<file path="src/rtl/npc_pkg.sv">
// Shared LSU types: FSM state encoding, load-type codes and an alignment helper.
package npc_pkg;

  typedef enum logic [1:0] {
    IDLE = 2'd0,
    REQ  = 2'd1,
    WAIT = 2'd2,
    DONE = 2'd3
  } lsu_state_t;

  localparam logic [2:0] MR_B  = 3'd0;
  localparam logic [2:0] MR_H  = 3'd1;
  localparam logic [2:0] MR_W  = 3'd2;
  localparam logic [2:0] MR_BU = 3'd3;
  localparam logic [2:0] MR_HU = 3'd4;

  // Half accesses need addr[0]=0, word accesses need addr[1:0]=0.
  function automatic logic is_misaligned(input logic [2:0] mrtype, input logic [1:0] addr_lo);
    logic w_mis;
    w_mis = 1'b0;
    if ((mrtype == MR_H) || (mrtype == MR_HU)) w_mis = addr_lo[0];
    else if (mrtype == MR_W)                  w_mis = (addr_lo != 2'b00);
    return w_mis;
  endfunction

endpackage

</file>
<file path="src/rtl/lsu_ext.sv">
// Combinational load aligner: shift the read word down to the addressed byte, then extend.
module lsu_ext
  import npc_pkg::*;
(
  input  logic [31:0] i_rdata,
  input  logic [1:0]  i_addr_lo,
  input  logic [2:0]  i_mrtype,
  output logic [31:0] o_mdata_c
);

  logic [31:0] w_shift;

  // Shift by whole bytes, then pick width and sign treatment.
  always_comb begin
    w_shift   = i_rdata >> {i_addr_lo, 3'b000};
    o_mdata_c = 32'd0;
    case (i_mrtype)
      MR_B:    o_mdata_c = {{24{w_shift[7]}}, w_shift[7:0]};
      MR_H:    o_mdata_c = {{16{w_shift[15]}}, w_shift[15:0]};
      MR_W:    o_mdata_c = w_shift;
      MR_BU:   o_mdata_c = {24'd0, w_shift[7:0]};
      MR_HU:   o_mdata_c = {16'd0, w_shift[15:0]};
      default: o_mdata_c = 32'd0;
    endcase
  end

endmodule

</file>
<file path="src/rtl/lsu.sv">
// Load/store unit: one memory access per accepted transfer, result held until taken.
// Optional feature macro: LSU_MISALIGN_CHECK_EN (adds misalign output, skips misaligned accesses).
module lsu
  import npc_pkg::*;
#(
  parameter int unsigned ADDR_WIDTH = 32,
  parameter int unsigned DATA_WIDTH = 32
) (
  input  logic                  clk,
  input  logic                  rst,
  input  logic                  s_valid,
  output logic                  s_ready,
  output logic                  m_valid,
  input  logic                  m_ready,
  input  logic                  mvalid,
  input  logic                  mwen,
  input  logic [7:0]            mwmask,
  input  logic [2:0]            mrtype,
  input  logic [ADDR_WIDTH-1:0] addr,
  input  logic [DATA_WIDTH-1:0] wdata,
  output logic [DATA_WIDTH-1:0] mdata,
  output logic                  req_valid,
  input  logic                  req_ready,
  output logic                  req_wen,
  output logic [ADDR_WIDTH-1:0] req_addr,
  output logic [DATA_WIDTH-1:0] req_wdata,
  output logic [7:0]            req_wmask,
  input  logic                  resp_valid,
  input  logic [DATA_WIDTH-1:0] resp_rdata
`ifdef LSU_MISALIGN_CHECK_EN
  ,
  output logic                  misalign
`endif
);

  lsu_state_t            r_state;
  lsu_state_t            w_next;
  logic                  r_s_ready;
  logic                  r_m_valid;
  logic                  r_req_valid;
  logic                  r_wen;
  logic [ADDR_WIDTH-1:0] r_addr;
  logic [DATA_WIDTH-1:0] r_wdata;
  logic [7:0]            r_wmask;
  logic [2:0]            r_mrtype;
  logic [DATA_WIDTH-1:0] r_mdata;
  logic [DATA_WIDTH-1:0] w_ext_data;
  logic                  w_accept;
  logic                  w_capture;
  logic                  w_misalign;

`ifdef LSU_MISALIGN_CHECK_EN
  logic r_misalign;
  assign w_misalign = mvalid & is_misaligned(mrtype, addr[1:0]);
  assign misalign   = r_misalign;
`else
  assign w_misalign = 1'b0;
`endif

  assign w_accept  = (r_state == IDLE) & s_valid;
  assign w_capture = ((r_state == REQ) & req_ready & resp_valid) |
                     ((r_state == WAIT) & resp_valid);

  assign s_ready   = r_s_ready;
  assign m_valid   = r_m_valid;
  assign req_valid = r_req_valid;
  assign req_wen   = r_wen;
  assign req_addr  = r_addr;
  assign req_wdata = r_wdata;
  assign req_wmask = r_wmask;
  assign mdata     = r_mdata;

  lsu_ext u_ext (
    .i_rdata   (resp_rdata),
    .i_addr_lo (r_addr[1:0]),
    .i_mrtype  (r_mrtype),
    .o_mdata_c (w_ext_data)
  );

  // State register.
  always_ff @(posedge clk or posedge rst) begin
    if (rst) r_state <= IDLE;
    else     r_state <= w_next;
  end

  // Next-state logic; responses outside REQ/WAIT never move the FSM.
  always_comb begin
    w_next = r_state;
    case (r_state)
      IDLE:    if (s_valid) w_next = (mvalid && !w_misalign) ? REQ : DONE;
      REQ:     if (req_ready) w_next = resp_valid ? DONE : WAIT;
      WAIT:    if (resp_valid) w_next = DONE;
      DONE:    if (m_ready) w_next = IDLE;
      default: w_next = IDLE;
    endcase
  end

  // Handshake outputs registered from the upcoming state.
  always_ff @(posedge clk or posedge rst) begin
    if (rst) begin
      r_s_ready   <= 1'b1;
      r_m_valid   <= 1'b0;
      r_req_valid <= 1'b0;
    end else begin
      r_s_ready   <= (w_next == IDLE);
      r_m_valid   <= (w_next == DONE);
      r_req_valid <= (w_next == REQ);
    end
  end

  // Request fields latched on accept; load result captured with the response.
  always_ff @(posedge clk or posedge rst) begin
    if (rst) begin
      r_wen    <= 1'b0;
      r_addr   <= '0;
      r_wdata  <= '0;
      r_wmask  <= 8'd0;
      r_mrtype <= 3'd0;
      r_mdata  <= '0;
`ifdef LSU_MISALIGN_CHECK_EN
      r_misalign <= 1'b0;
`endif
    end else if (w_accept) begin
      r_wen    <= mwen & mvalid;
      r_addr   <= addr;
      r_wdata  <= wdata;
      r_wmask  <= mwmask;
      r_mrtype <= mrtype;
      r_mdata  <= '0;
`ifdef LSU_MISALIGN_CHECK_EN
      r_misalign <= w_misalign;
`endif
    end else if (w_capture && !r_wen) begin
      r_mdata <= w_ext_data;
    end
  end

endmodule

</file>
<file path="config.mk">
export PLATFORM = sky130hd
export DESIGN_NAME = lsu
export DESIGN_NICKNAME = d
export VERILOG_FILES = /design/src/rtl/npc_pkg.sv /design/src/rtl/lsu_ext.sv /design/src/rtl/lsu.sv
export SDC_FILE = /design/constraint.sdc
export NUM_CORES = 1
export LEC_CHECK = 0
export ABC_AREA = 1
export CAP_MARGIN = 40
export CORE_MARGIN = 3
export CORE_UTILIZATION = 44
export DETAILED_ROUTE_END_ITERATION = 12
export PLACE_DENSITY = 0.82
export SYNTH_ARGS = -nofsm -noshare
export SYNTH_HDL_FRONTEND = slang
export SYNTH_HIERARCHICAL = 1
export SYNTH_SLANG_ARGS = --single-unit
</file>
<file path="constraint.sdc">
create_clock -name clk -period 5.4 [get_ports clk]
set_input_delay 1.35 -clock clk [delete_from_list [all_inputs] [get_ports clk]]
set_output_delay 1.35 -clock clk [all_outputs]
set_load 0.02 [all_outputs]
</file>
==> metrics.txt <==
cell family with most CP delay=flip-flops; layout cells sized above 1=0.0822; routed via count=5438; Max Clock Skew=0.00793 ns; largest buffer count on any clock path=2; delay of the slowest critical-path stage=0.85 ns; EDFF count, synth=0; cts hold-fix bufs=0; number of buffers created by CTS=17; syn nets=879; die footprint=14400 sq um; post-route ant nets=0; Peak Freq=298 MHz; Synth Area in Adders=0; CTS clk-pin slew, worst paths=0.05 ns; clk root buf=clkbuf_16; post-synthesis xor/xnor area fraction=0; area of the core=12700 sq um; Pre-Repair DR Iteration Count=5; Switching Share=0.412; final wirelength=16100 um; leak pwr=4.45 nW; final hold viol count=0; Power Dens Cells=630 nW/um^2; PnR Total Power=0.00543 W; synthesized area=5730 sq um; nets@finish=1087; Post-CTS Setup Bufs=0; CTS sink count=113; reg2reg start=req_addr[1]; Commonest cells post-synth=nand2_1 (384), dfrtp_1 (112), inv_1 (63); layout filler cell count=1064; crit end category=primary output; first-pass GRT wire length=26000 um; crit path launch type=register; Wirelength per Cell=13.9 um; IO buf count=222; cells after synthesis=764; Multi-input gate area=2370 sq um; number of global-route vias before repair=5358; CTS H-Tree Depth=4; critical path class=register to primary output; Initial Util=0.453; die height=120 um; outcome=finished, final reports clean; Slew @ Worst Pin=0.784 ns; Worst setup startpoint=req_addr[1]; slew margin rel.=0.477; Reg power frac=0.268; post-cts resize count=0; top cell type's share of synthesized area=0.489; ANT cells=0; WP buf/inv=1; cell taking the most area after synthesis=dfrtp_1; post-synthesis average cell area=7.51 sq um; FFs w/ async S/R, synth=1.00; peak supply drop=0.000317 V; P_int=0.00319 W; Hold WC Path Type=register to register; CTS tree=built; dpl cell area=7970 sq um; sequential-to-total area share from yosys stat=0.493; largest net degree at the start of global routing=91; GRT Overall Usage=0.227; post-synth cell types=25; Clk pwr share=0.223; Post-route DRC=0; via/cell ratio=4.70; routability cong.=0.900; clock latency at the later pin of the worst-skew pair=0.41 ns; Hold Path Origin=mdata[16]; Compound-Gate Fraction of Synth Area=0.0308; dpl hpwl=11200 um; Max FO, Critical Path=20; Yosys warning total=6; Final Cycle Share=0.622; initial DRC count=272; FF/Latch Area=2830 sq um; max-slew violations=0; Worst EP arrival=2.01 ns; row count=41; main combinational cell family by area after synthesis=simple AND/OR/NAND/NOR gates; RSZ-0062 raised after global routing=false; Simple-Gate Fraction of Synth Area=0.382; final core utilization=0.680; worst path cell trace=clkdlybuf4s50_1; post-synthesis register bit count=113; Critical Path RT=4.05 ns; final setup TNS=0 ns; Tmin final=3.36 ns; final setup vio count=0; post-synthesis mux area share=0; Sw Pwr=0.00224 W; Synth area leaders=dfrtp_1 (49%), nand2_1 (25%), nand3_2 (4.4%), inv_1 (4.1%), nand3_1 (3.8%); Max Cap Viol=0; Combinational Power Share=0.509; Crit-path slowest cell=dfrtp_1; I/O pin count=223; Die X=120 um; Overflow after GRT=0; Synth Flop Type=dfrtp_1; final design area excluding fillers=8620 sq um; most frequent cell after synthesis=nand2_1; initial antenna violation count=0; synthesis-to-layout area growth=50.3%
metrics by stage:
stage / setup slack, ns / hold slack [ns] / instances
floorplan: 1.06 / 0.469 / 764
global placement: 2.10 / 0.456 / 1125
detailed placement: 2.05 / 0.461 / 1125
CTS: 2.06 / 0.473 / 1157
global route: 1.95 / 0.493 / 1157
finish: 2.04 / 0.468 / 1157
power groups by stage:
stage | clock network (W) | registers, W | logic [W]
final | 0.00121 | 0.00146 | 0.00276
after detailed placement | 0 | 0.00146 | 0.00274
after CTS | 0.00123 | 0.00146 | 0.00277
after global routing | 0.00127 | 0.00150 | 0.00305
after global placement | 0 | 0.00146 | 0.00270
after floorplan | 0 | 0.00185 | 0.00135
final timing paths:
path	to	slack, ns	cells after the start
max	req_addr[1]	2.04	1
min	mdata[16]	0.47	2
max reg2reg	mdata[10]	3.03	8
min reg2reg	mdata[16]	0.47	2
max in group asynchronous	s_ready	3.04	3
min in group asynchronous	req_wdata[20]	1.40	2
layer usage:
metal,part of all wire,up-vias,GRT usage
li1,-,2742,-
met1,0.42,2470,0.276
met2,0.49,199,0.374
met3,0.073,27,0.0763
met4,0.019,0,0.0888
met5,0,-,0
cell type report:
type,count,area share
inverters,70,0.0309
clock buffers,24,0.0582
clock inverters,8,0.0173
flip-flops and latches,113,0.328
repair buffers,229,0.265
well taps,172,0.0250
multi-input cells,541,0.275
cell usage in the layout (no fill, tap or decap), types with 2 or more instances in the layout:
master           Yosys  layout
o21ai_0              9       9
nand3_2             25      25
nor2_2               2       2
o21ai_1              7       7
dfrtp_1            112     112
nand2_2              2       2
nand2_4              2       2
inv_2                7       6
clkinvlp_4           0       2
o211ai_1             7       7
nand2_1            384     384
clkinv_2             0       2
inv_1               63      62
clkbuf_16            0      17
nor2_1              46      46
buf_4                7       6
a21oi_1              7       7
bufinv_16            0       4
clkdlybuf4s50_1      0     222
clkbuf_1             4       2
nand3_1             44      44
clkbuf_8             0       5
kinds of logic after synthesis:
family	after synthesis
AND/OR/NAND/NOR	510
flip-flops	113
buffers and inverters	110
AO/OA/AOI/OAI	31
sequential cells by signal, summed over array words and instances (netlist names), 2 cells and up:
signal,flops
mdata,32
req_wdata,32
req_wmask,8
req_addr,32
r_state,2
r_mrtype,3
Note: power is estimated with default switching activity, not from simulation.
